$ cat config.mk
export PLATFORM = sky130hd
export DESIGN_NAME = spi_temp_reader_flat
export DESIGN_NICKNAME = d
export VERILOG_FILES = /design/src/rtl/spi_temp_pkg.sv /design/src/rtl/spi_temp_reader_if.sv /design/src/rtl/spi_sclk_div.sv /design/src/rtl/spi_temp_reader.sv /design/src/flat_wrapper.sv
export SDC_FILE = /design/constraint.sdc
export NUM_CORES = 1
export LEC_CHECK = 0
export CORE_UTILIZATION = 30
export CTS_CLUSTER_SIZE = 20
export DETAILED_ROUTE_END_ITERATION = 6
export GPL_ROUTABILITY_DRIVEN = 0
export SETUP_SLACK_MARGIN = 0.4
export SLEW_MARGIN = 25
export SYNTH_ARGS = -nofsm -noshare
export SYNTH_HDL_FRONTEND = slang
export SYNTH_SLANG_ARGS = --single-unit
$ cat constraint.sdc
create_clock -name clk_in -period 2.1 [get_ports clk_in]
set_input_delay 0.315 -clock clk_in [delete_from_list [all_inputs] [get_ports clk_in]]
set_output_delay 0.315 -clock clk_in [all_outputs]
set_load 0.1 [all_outputs]
$ cat src/rtl/spi_temp_pkg.sv
// Shared types and default parameters for the SPI temperature reader and its neighbours.
package spi_temp_pkg;

    typedef enum logic [2:0] {IDLE, SETUP, SHIFT, HOLD, DONE} state_t;

    localparam int DEF_CLK_DIV    = 25;
    localparam int DEF_FRAME_BITS = 16;
    localparam int DEF_TEMP_BITS  = 13;

endpackage

$ cat src/rtl/spi_temp_reader_if.sv
// Sensor-side SPI pins: the reader is master, the sensor (or its model) is slave.
interface spi_temp_reader_if;

    logic spi_sclk_out;
    logic spi_cs_n_out;
    logic spi_miso_in;

    modport master (output spi_sclk_out, output spi_cs_n_out, input spi_miso_in);
    modport slave  (input spi_sclk_out, input spi_cs_n_out, output spi_miso_in);

endinterface

$ cat src/rtl/spi_sclk_div.sv
// SCLK half-period counter: counts 0..CLK_DIV-1 while enabled, tick_o on the last count.
module spi_sclk_div #(
    parameter int CLK_DIV = 25
) (
    input  logic clk_i,
    input  logic rst_n_i,
    input  logic en_i,
    input  logic clear_i,
    output logic tick_o
);

    localparam int CW = $clog2(CLK_DIV + 1);

    logic [CW-1:0] cnt_q, cnt_d;
    logic          at_end;

    assign at_end = (cnt_q == CW'(CLK_DIV - 1));

    always_comb begin
        cnt_d = cnt_q;
        if (clear_i) begin
            cnt_d = '0;
        end else if (en_i) begin
            cnt_d = at_end ? '0 : cnt_q + 1'b1;
        end
    end

    always_ff @(posedge clk_i) begin
        if (!rst_n_i) begin
            cnt_q <= '0;
        end else begin
            cnt_q <= cnt_d;
        end
    end

    assign tick_o = en_i && !clear_i && at_end;

endmodule

$ cat src/rtl/spi_temp_reader.sv
// Trigger-driven SPI read of a temperature sensor (mode 0, MSB first, read-only).
// IDLE cs high | SETUP cs low, sclk low | SHIFT clock bits | HOLD cs low, sclk low | DONE publish result
module spi_temp_reader
    import spi_temp_pkg::*;
#(
    parameter int CLK_DIV    = DEF_CLK_DIV,
    parameter int FRAME_BITS = DEF_FRAME_BITS,
    parameter int TEMP_BITS  = DEF_TEMP_BITS
) (
    input  logic                  clk_in,
    input  logic                  rst_n_in,
    input  logic                  trig_in,
    spi_temp_reader_if.master     spi_if,
    output logic [TEMP_BITS-1:0]  temp_out,
    output logic                  temp_valid_out,
    output logic                  busy_out,
    output logic                  overrun_out
);

    if (CLK_DIV < 1) begin : g_bad_clk_div
        $error("spi_temp_reader: CLK_DIV must be at least 1");
    end
    if (TEMP_BITS > FRAME_BITS) begin : g_bad_temp_bits
        $error("spi_temp_reader: TEMP_BITS must not exceed FRAME_BITS");
    end

    localparam int BW = $clog2(FRAME_BITS + 1);

    state_t                 state_q;
    logic                   trig_prev_q;
    logic                   sclk_q;
    logic                   cs_n_q;
    logic                   valid_q;
    logic                   overrun_q;
    logic [FRAME_BITS-1:0]  sreg_q;
    logic [BW-1:0]          bit_q;
    logic [TEMP_BITS-1:0]   temp_q;
    logic                   start;
    logic                   div_en;
    logic                   tick;

    assign start  = trig_in & ~trig_prev_q;
    assign div_en = (state_q == SETUP) || (state_q == SHIFT) || (state_q == HOLD);

    spi_sclk_div #(.CLK_DIV(CLK_DIV)) u_sclk_div (
        .clk_i   (clk_in),
        .rst_n_i (rst_n_in),
        .en_i    (div_en),
        .clear_i (~div_en),
        .tick_o  (tick)
    );

    always_ff @(posedge clk_in) begin
        if (!rst_n_in) begin
            state_q     <= IDLE;
            trig_prev_q <= 1'b0;
            sclk_q      <= 1'b0;
            cs_n_q      <= 1'b1;
            valid_q     <= 1'b0;
            overrun_q   <= 1'b0;
            sreg_q      <= '0;
            bit_q       <= '0;
            temp_q      <= '0;
        end else begin
            trig_prev_q <= trig_in;
            valid_q     <= 1'b0;
            // A start that lands on any non-idle cycle, DONE included, is dropped and flagged.
            overrun_q   <= start && (state_q != IDLE);
            case (state_q)
                IDLE: begin
                    if (start) begin
                        state_q <= SETUP;
                        cs_n_q  <= 1'b0;
                        bit_q   <= '0;
                    end
                end
                SETUP: begin
                    if (tick) begin
                        state_q <= SHIFT;
                    end
                end
                SHIFT: begin
                    if (tick) begin
                        if (!sclk_q) begin
                            sclk_q <= 1'b1;
                            sreg_q <= {sreg_q[FRAME_BITS-2:0], spi_if.spi_miso_in};
                        end else begin
                            sclk_q <= 1'b0;
                            if (bit_q == BW'(FRAME_BITS - 1)) begin
                                bit_q   <= '0;
                                state_q <= HOLD;
                            end else begin
                                bit_q <= bit_q + 1'b1;
                            end
                        end
                    end
                end
                HOLD: begin
                    if (tick) begin
                        state_q <= DONE;
                        cs_n_q  <= 1'b1;
                    end
                end
                DONE: begin
                    temp_q  <= sreg_q[FRAME_BITS-1 -: TEMP_BITS];
                    valid_q <= 1'b1;
                    state_q <= IDLE;
                end
                default: begin
                    state_q <= IDLE;
                end
            endcase
        end
    end

    assign spi_if.spi_sclk_out = sclk_q;
    assign spi_if.spi_cs_n_out = cs_n_q;
    assign temp_out            = temp_q;
    assign temp_valid_out      = valid_q;
    assign busy_out            = (state_q != IDLE);
    assign overrun_out         = overrun_q;

endmodule

$ cat src/flat_wrapper.sv
// flat-port wrapper written by rule: the top's interface ports become plain ports
module spi_temp_reader_flat import spi_temp_pkg::*;
#(
    parameter int CLK_DIV    = DEF_CLK_DIV,
    parameter int FRAME_BITS = DEF_FRAME_BITS,
    parameter int TEMP_BITS  = DEF_TEMP_BITS
)
  (clk_in, rst_n_in, trig_in, temp_out, temp_valid_out, busy_out, overrun_out, spi_if_spi_sclk_out, spi_if_spi_cs_n_out, spi_if_spi_miso_in);
  spi_temp_reader_if spi_if_i ();
  input  logic clk_in;
  input  logic rst_n_in;
  input  logic trig_in;
  output logic [TEMP_BITS-1:0] temp_out;
  output logic temp_valid_out;
  output logic busy_out;
  output logic overrun_out;
  output wire logic [$bits(spi_if_i.spi_sclk_out)-1:0] spi_if_spi_sclk_out;
  output wire logic [$bits(spi_if_i.spi_cs_n_out)-1:0] spi_if_spi_cs_n_out;
  input wire logic [$bits(spi_if_i.spi_miso_in)-1:0] spi_if_spi_miso_in;
  assign spi_if_spi_sclk_out = spi_if_i.spi_sclk_out;
  assign spi_if_spi_cs_n_out = spi_if_i.spi_cs_n_out;
  assign spi_if_i.spi_miso_in = spi_if_spi_miso_in;
  spi_temp_reader #(.CLK_DIV(CLK_DIV), .FRAME_BITS(FRAME_BITS), .TEMP_BITS(TEMP_BITS)) u_core (.clk_in(clk_in), .rst_n_in(rst_n_in), .trig_in(trig_in), .spi_if(spi_if_i), .temp_out(temp_out), .temp_valid_out(temp_valid_out), .busy_out(busy_out), .overrun_out(overrun_out));
endmodule
# Word level (Yosys, flattened, before mapping)
# Index checks and enable logic that the tools add are counted.
# word_totals
in_bits	4
n_memories	0
wordCells	60
mem_bits_ro	0
ram_bits	0
latch_bits	0
register_bits	47
output_inout_bits	18
# op_classes
bitwise_logic	5
n_eq_ne	12
shifts	0
multipliers	0
reduce_logical	14
n_lt_le_gt_ge	0
addsub	2
mux	17
n_div	0
# op_table
operator	count
$mux W5	4
$mux W3	6
$pmux W3 S4	1
$add A5 B1 Y5 const B	2
$ne A2 B1 Y1 const B	5
$pmux W5 S2	1
$eq A3 B2 Y1 const B	2
$reduce_and A3 Y1	2
$reduce_and A6 Y1	1
$eq A5 B4 Y1 const B	1
$eq A5 B5 Y1 const B	1
$mux W1	4
$not A1 Y1	4
$reduce_and A4 Y1	1
$reduce_bool A2 Y1	2
$eq A3 B1 Y1 const B	1
$eq A3 B3 Y1 const B	1
$logic_not A3 Y1	1
$reduce_bool A3 Y1	1
$reduce_or A3 Y1	1
$logic_and A1 B1 Y1	2
$logic_or A1 B1 Y1	2
$ne A2 B2 Y1 const B	1
$pmux W1 S2	1
2 further kinds	2

# Logic depth before layout (Yosys ltp)
# Gate-level depths: netlist of the first run.
# depth
word_depth	6
mapped_depth	6
mapped_depth_nobuf	5

# Hierarchy
# From an unflattened synthesis of the first run, not the netlist that was laid out.
# unflattened
cells_unflattened	228
hier_area_um2	1989.4
# by_module_without_submodules
module	cells_each	area_each_um2	seq_area_each_um2	n_inst
spi_temp_reader	198	1712.9	840.8	1
spi_sclk_div	30	276.5	100.1	1

# Least setup slack after synthesis of the first run
# No wires, ideal clock.
# synth_timing
kind	register -> register
startpoint	reg u_core.state_q[0]
endpoint	reg u_core.bit_q[2]
path_buffers	2
setup_ns	0.081
slack_ns	0.045
arrival_time_ns	1.974
path_stages_with_launch	6
synth_period_minus_slack_ns	2.055
t_required_ns	2.019
cell_sequence	dfxtp_1 -> buf_2 -> or3_2 -> clkbuf_1 -> o32ai_4 -> o211ai_1
# synth_via
elab_chain_cells	6
elab_cells_between_ends	13
cone_classes	eq/ne: 6; mux: 1; reduce/logical: 6
# synth_rtl
item	line	rtl
start, declared	spi_temp_reader.sv:29	state_t state_q;
start signal, assigned	spi_temp_reader.sv:55	state_q <= IDLE;
start signal, assigned	spi_temp_reader.sv:72	state_q <= SETUP;
start signal, assigned	spi_temp_reader.sv:79	state_q <= SHIFT;
$eq A3 B1 Y1 / $eq A3 B2 Y1 (equally long branches)	spi_temp_reader.sv:43, spi_temp_reader.sv:69	
$logic_or A1 B1 Y1 (2 in a row)	spi_temp_reader.sv:43	assign div_en = (state_q == SETUP) || (state_q == SHIFT) || (state_q == HOLD);
$logic_and A1 B1 Y1	spi_sclk_div.sv:36	assign tick_o = en_i && !clear_i && at_end;
$ne A2 B1 Y1 (no source line)	-	
$reduce_and A4 Y1 (no source line)	-	
end signal, assigned	spi_temp_reader.sv:93	bit_q <= bit_q + 1'b1;
end, declared	spi_temp_reader.sv:36	logic [BW-1:0] bit_q;
# Parallel ways exist; a longest one is shown, timed or not.
# A chain may end at the register's enable or synchronous reset.

# Worst setup path after layout of the first run
# layout_timing
startpoint	reg u_core.state_q[2]
endpoint	out busy_out
# layout_via
elab_chain_cells	1
# layout_rtl
item	line	rtl
$reduce_bool A3 Y1	spi_temp_reader.sv:120	assign busy_out = (state_q != IDLE);
end, declared	flat_wrapper.sv:15	output logic busy_out;
# No other way between the ends.

==> impl_metrics.tcl, run 1 <==
set metrics [dict create \
    critPathKind "flop to output pin" \
    fin_area_mm2 0.002280 \
    root_buffer "clkbuf_8" \
    worstSetupEndpointType "output pin" \
    tns_ps 0 \
    maxCapViolCount 0 \
    setup_viol 0 \
    overflow 0 \
    synth_area_per_cell_um2 9.347 \
    start_kind "flop" \
    crit_slowest_cell "or3_4" \
    dieHeight_um 81.73 \
    antenna_found_initial 0 \
    synth_cell_types 37 \
    port_buffers 21 \
    max_freq_ghz 0.6169 \
    slew_headroom_pct 65.08 \
    fin_crit_sh_pct 77.20 \
    synth_cells 204 \
    first_global_vias 1220 \
    p_leak_nw 0.8431 \
    grtUsageMet3_pct 3.333 \
    layout_commonest_cell "nand2_1" \
    final_cell_mix "49 x nand2_1, 43 x dfxtp_1, 21 x buf_4" \
    synth_top_area_share_pct 49.34 \
    multi_input_area_um2 880.8 \
    yosysSeqAreaShare_pct 49.34 \
    hp-class "flop to flop" \
    rsz0062_at_grt "false" \
    grt_max_degree 17 \
    total_power_mw 1.693 \
    numCtsBuffers 5 \
    fillers 627 \
    regArea_um2 945.9 \
    dp_hpwl_mm 2.407 \
    cp_cell_sequence "or3_4, buf_12" \
    routed_via_density 4.642 \
    skew_ps 9.381 \
    critPathMaxFanout 9 \
    final_hold_viol_count 0 \
    grtUsageTotal_pct 11.55 \
    ctsHoldBuffers 0 \
    synth_area_mm2 0.001907 \
    yosys.area.top_type "dfxtp_1" \
    tightest_slew_ps 523.2 \
    ys_seq_elements 47 \
    grt_pass1_wl_mm 5.720 \
    slew_viol_final 0 \
    drive_gt1_share_pct 19.38 \
    rows 28 \
    wl_mm 3.500 \
    cp_data_required_time_ps 1780 \
    drc 0 \
    area_delta_synth_final_pct 19.55 \
    critPathArrivalTime_ps 1310 \
    p_per_area_mw_per_mm2 742.6 \
    synth_nets 211 \
    post_dp_cell_area_mm2 0.002151 \
    fin_nets 233 \
    first_iter_violations 69 \
    yosys-top-cells-area "dfxtp_1 49%, nand2_1 9.6%, mux2i_1 9.4%" \
    cpPeakStageDelay_ps 450 \
    ios 22 \
    die_area_mm2 0.006679 \
    cts.path.max_buffers 2 \
    htreeDepth 2 \
    yosysWarnings 0 \
    status "finished clean" \
    ant_nets 0 \
    die_width_um 81.73 \
    core_mm2 0.006026 \
    antenna_cells 0 \
    clock_latency_ps 300 \
    period_minus_slack_ps 1621 \
    clk_pin_slew_ps 90 \
    numClockSinks 47 \
    ir_drop_v 0.0002776 \
    cts_tree "yes" \
    grt_util_met1_pct 15.23 \
    via_count 1402 \
    firstDrtPassIters 4 \
    grt_use_met2_pct 16.53 \
    initial_core_util_pct 31.64 \
    cts_setup_buffers 0 \
    grt.busiest_layer "met2" \
    wl_per_cell_um 11.59 \
]
kinds of logic after synthesis:
group	after synthesis	synth area share, %
AO/OA/AOI/OAI	24	8.071
flip-flops	47	49.34
adder cells (fa/ha/maj)	3	1.969
AND/OR/NAND/NOR	92	25.13
multiplexers	18	9.449
buffers and inverters	17	4.659
XOR/XNOR	3	1.378
per-layer routing:
layer	up-vias	share of wire, %
met5	-	0
met4	0	2.5
met3	5	2.7
met2	18	44
met1	642	51
li1	737	-
path summary, 6_finish.rpt:
| kind | depth (start not counted) | start | endpoint | slack [ps] |
|---|---|---|---|---|
| max reg2reg | 6 | u_core.u_sclk_div.cnt_q[0] | u_core.sreg_q[7] | 540 |
| min reg2reg | 2 | u_core.bit_q[4] | u_core.bit_q[4] | 440 |
| max | 2 | u_core.state_q[2] | busy_out | 480 |
| min | 2 | u_core.bit_q[4] | u_core.bit_q[4] | 440 |
metrics by stage:
stage / hold slack (ps) / setup slack [ps] / utilization (%) / instances
finish: 438.2 / 478.9 / 37.83 / 302
CTS: 440.5 / 421.8 / 37.71 / 302
global route: 449.6 / 410.3 / 37.83 / 302
floorplan: 406.8 / 462.0 / - / 204
detailed placement: 427.6 / 424.9 / 35.69 / 294
global placement: 415.5 / 449.3 / 35.69 / 294
layout make-up:
type                       instances  area share [%]
inverter                           6          0.9879
tap                               75           4.116
sequential                        47           41.49
multi-input combinational        140           38.64
timing repair buffer              26           9.605
clock buffer                       6           3.622
clock inverter                     2           1.537
flip-flops by register name (all words and copies together), names as in the netlist, 3 cells and up:
signal / count
u_core.bit_q: 5
u_core.sreg_q: 16
u_core.state_q: 3
u_core.temp_out: 13
u_core.u_sclk_div.cnt_q: 5
where the power goes:
group | internal [mW] | switching, mW | total, mW
logic | 0.0325 | 0.0626 | 0.0951
registers | 0.897 | 0.00684 | 0.904
clock network | 0.386 | 0.308 | 0.694
what timing repair did:
action,in CTS,in global routing
gates resized for setup,1,4
pin swaps,0,1
setup endpoints to repair,1,17
synthesized netlist by cell type:
| master | instances |
|---|---|
| and4bb_2 | 2 |
| nand4b_2 | 1 |
| buf_12 | 1 |
| a21oi_1 | 16 |
| buf_2 | 1 |
| buf_6 | 1 |
| xnor2_1 | 1 |
| o211ai_1 | 2 |
| and3b_1 | 1 |
| nor4_1 | 1 |
| or3_2 | 2 |
| dfxtp_1 | 47 |
| or3_1 | 1 |
| or3b_2 | 1 |
| and3_1 | 1 |
| nand4_1 | 3 |
| nor2b_1 | 3 |
| nor3_4 | 1 |
| clkbuf_1 | 8 |
| and4b_1 | 1 |
| or3b_4 | 1 |
| nor2_1 | 8 |
| o32ai_4 | 1 |
| o2bb2ai_1 | 1 |
| nand4b_1 | 2 |
| nor3b_1 | 2 |
| nand3b_1 | 1 |
| nand2b_1 | 2 |
| xor2_1 | 2 |
| and2_1 | 1 |
| nand2_1 | 49 |
| mux2i_1 | 18 |
| o21ai_0 | 3 |
| inv_1 | 6 |
| nand3_1 | 8 |
| o21a_1 | 1 |
| ha_1 | 3 |
worst max-delay path, delay by kind of cell, from the launching register on:
kind / cells / cell delay [ps]
buffers and inverters: 1 / 190
AND/OR/NAND/NOR: 1 / 450
flip-flops: 1 / 370
No activity file was read; power rests on OpenSTA's default activity.
==> run 2, diff against run 1 <==
==> constraint.sdc (replaced) <==
create_clock -name clk_in -period 1.7 [get_ports clk_in]
set_input_delay 0.255 -clock clk_in [delete_from_list [all_inputs] [get_ports clk_in]]
set_output_delay 0.255 -clock clk_in [all_outputs]
set_load 0.1 [all_outputs]
==> run 2 against run 1 <==
Net effect:
- combinational power increased by 71%
- critical path type unchanged
- die area did not move
- largest cell class is now multi-input combinational cells
- via count is 10% higher
==> impl_metrics.tcl, run 2 (same netlist as run 1, synthesis figures left out) <==
set metrics [dict create \
    status "finished clean" \
    fin_area_mm2 0.002781 \
    max_freq_ghz 0.6412 \
    multi_input_area_um2 996.0 \
    first_iter_violations 79 \
    largest_register "u_core.sreg_q" \
    critPathKind "flop to output pin" \
    drive_gt1_share_pct 33.47 \
    cp_data_required_time_ps 1440 \
    pwr-share-seq_pct 58.2 \
    root_buffer "clkbuf_8" \
    drc 0 \
    first_global_vias 1481 \
    crit_slowest_cell "or3_4" \
    p_leak_nw 1.034 \
    slew_viol_final 0 \
    placedCellCount 295 \
    clk_pin_slew_ps 80 \
    dp_hpwl_mm 2.549 \
    tightest_slew_ps 531.9 \
    start_kind "flop" \
    cts.path.max_buffers 2 \
    initial_core_util_pct 31.64 \
    area_delta_synth_final_pct 45.87 \
    fillers 580 \
    clock_latency_ps 290 \
    post_dp_cell_area_mm2 0.002421 \
    pwr-share-comb_pct 8.5 \
    via_count 1544 \
    tns_ps 0 \
    clkPwrFrac_pct 33.3 \
    final_hold_viol_count 0 \
    fin_crit_sh_pct 91.74 \
    final_cell_mix "46 x nand2_1, 41 x dfxtp_1, 20 x buf_12" \
    layout_commonest_cell "nand2_1" \
    grt_pass1_wl_mm 6.796 \
    fin_cells 320 \
    die_area_mm2 0.006679 \
    ios 22 \
    skew_ps 8.796 \
    cellInternalPower_mw 1.456 \
    ant_nets 0 \
    fin_nets 252 \
    whs_ps 447.9 \
    grtUsageTotal_pct 13.47 \
    worstSetupEndpointType "output pin" \
    rsz0062_at_grt "true" \
    maxCapViolCount 0 \
    overflow 0 \
    htreeDepth 2 \
    netSwitchingPower_mw 0.4573 \
    slew_headroom_pct 64.50 \
    setup_viol 0 \
    p_per_area_mw_per_mm2 687.9 \
    rows 28 \
    numClockSinks 47 \
    port_buffers 21 \
    cts_tree "yes" \
    wl_per_cell_um 12.65 \
    critPathArrivalTime_ps 1300 \
    cpPeakStageDelay_ps 390 \
    ir_drop_v 0.0003523 \
    firstDrtPassIters 4 \
    dieHeight_um 81.73 \
    regArea_um2 955.9 \
    largest_reg_flops 16 \
    switching_share_pct 23.90 \
    fin_util_pct 46.16 \
    antenna_cells 0 \
    die_width_um 81.73 \
    grt_max_degree 26 \
    critPathMaxFanout 2 \
    cp_cell_sequence "buf_6, or3_4, buf_12" \
    routed_via_density 4.825 \
    wl_mm 4.047 \
    hp-class "flop to flop" \
    numCtsBuffers 5 \
    core_mm2 0.006026 \
    ctsHoldBuffers 0 \
    period_minus_slack_ps 1560 \
    antenna_found_initial 0 \
]
[run 2: cell types whose count changed in the layout (fill, tap and decap cells not counted), sizes merged]
| cell | before | now |
|---|---|---|
| clkinv | 1 | 2 |
| or3b | 2 | 3 |
| bufinv | 1 | 0 |
| buf | 23 | 41 |
| clkbuf | 6 | 5 |
[run 2: worst paths after layout]
path | start | end | slack, ps | cells past startpoint
worst max-delay path | u_core.state_q[1] | busy_out | 140 | 3
worst min-delay path | u_core.bit_q[4] | u_core.bit_q[4] | 450 | 2
worst min register to register | u_core.bit_q[4] | u_core.bit_q[4] | 450 | 2
worst max register to register | u_core.state_q[2] | u_core.sreg_q[7] | 160 | 5
[run 2: cell type report]
cell class,count,share of cell area [%]
Clock buffer,5,2.474
Clock inverter,2,0.4948
Inverter,6,0.8097
Multi-Input combinational cell,141,35.81
Sequential cell,47,34.37
Tap cell,75,3.374
Timing Repair Buffer,44,22.67
[run 2: routing by layer]
| layer | global-route usage [%] | part of all wire (%) | vias to the layer above |
|---|---|---|---|
| li1 | - | - | 785 |
| met1 | 17.78 | 47 | 733 |
| met2 | 21.24 | 49 | 22 |
| met3 | 2.667 | 3.2 | 4 |
| met4 | 5.789 | 1.4 | 0 |
| met5 | 0 | 0 | - |
[run 2: power by group through the flow]
| stage | clock [mW] | sequential (mW) | combinational (mW) |
|---|---|---|---|
| 3_5_place_dp | 0 | 1.14 | 0.132 |
| 5_1_grt | 0.706 | 1.11 | 0.172 |
| 6_report | 0.638 | 1.11 | 0.163 |
| 4_1_cts | 0.659 | 1.12 | 0.145 |
| 3_3_place_gp | 0 | 1.14 | 0.131 |
| 2_1_floorplan | 0 | 1.16 | 0.0829 |
[run 2: through the flow]
step                      setup WS [ps]  total power [mW]
after CTS                         121.8             1.919
after global routing              101.1             1.993
after global placement            194.9             1.273
after floorplan                   136.8             1.239
after detailed placement          135.1             1.274
final                             140.4             1.913
[run 2: repair_timing]
| item | 4_1_cts | 5_1_grt |
|---|---|---|
| endpoints found under the setup margin | 44 | 45 |
| setup buffers | 9 | 7 |
| gates cloned | 2 | 0 |
| pin swaps | 16 | 7 |
| gates resized for setup | 23 | 12 |
[run 2: worst max-delay path: cells and delay by family (launching register included)]
kind	cells	cell delay (ps)
and+or+nand+nor	1	390
DFF	1	330
buffers and inverters	2	280
==> run 3, diff against run 2 <==
--- a/config.mk
+++ b/config.mk
@@ -10,7 +10,6 @@
 export DETAILED_ROUTE_END_ITERATION = 6
 export GPL_ROUTABILITY_DRIVEN = 0
 export SETUP_SLACK_MARGIN = 0.4
-export SLEW_MARGIN = 25
 export SYNTH_ARGS = -nofsm -noshare
 export SYNTH_HDL_FRONTEND = slang
 export SYNTH_SLANG_ARGS = --single-unit
==> results of run 3 <==
Final layout, timing and power as in run 2 (identical DEF).
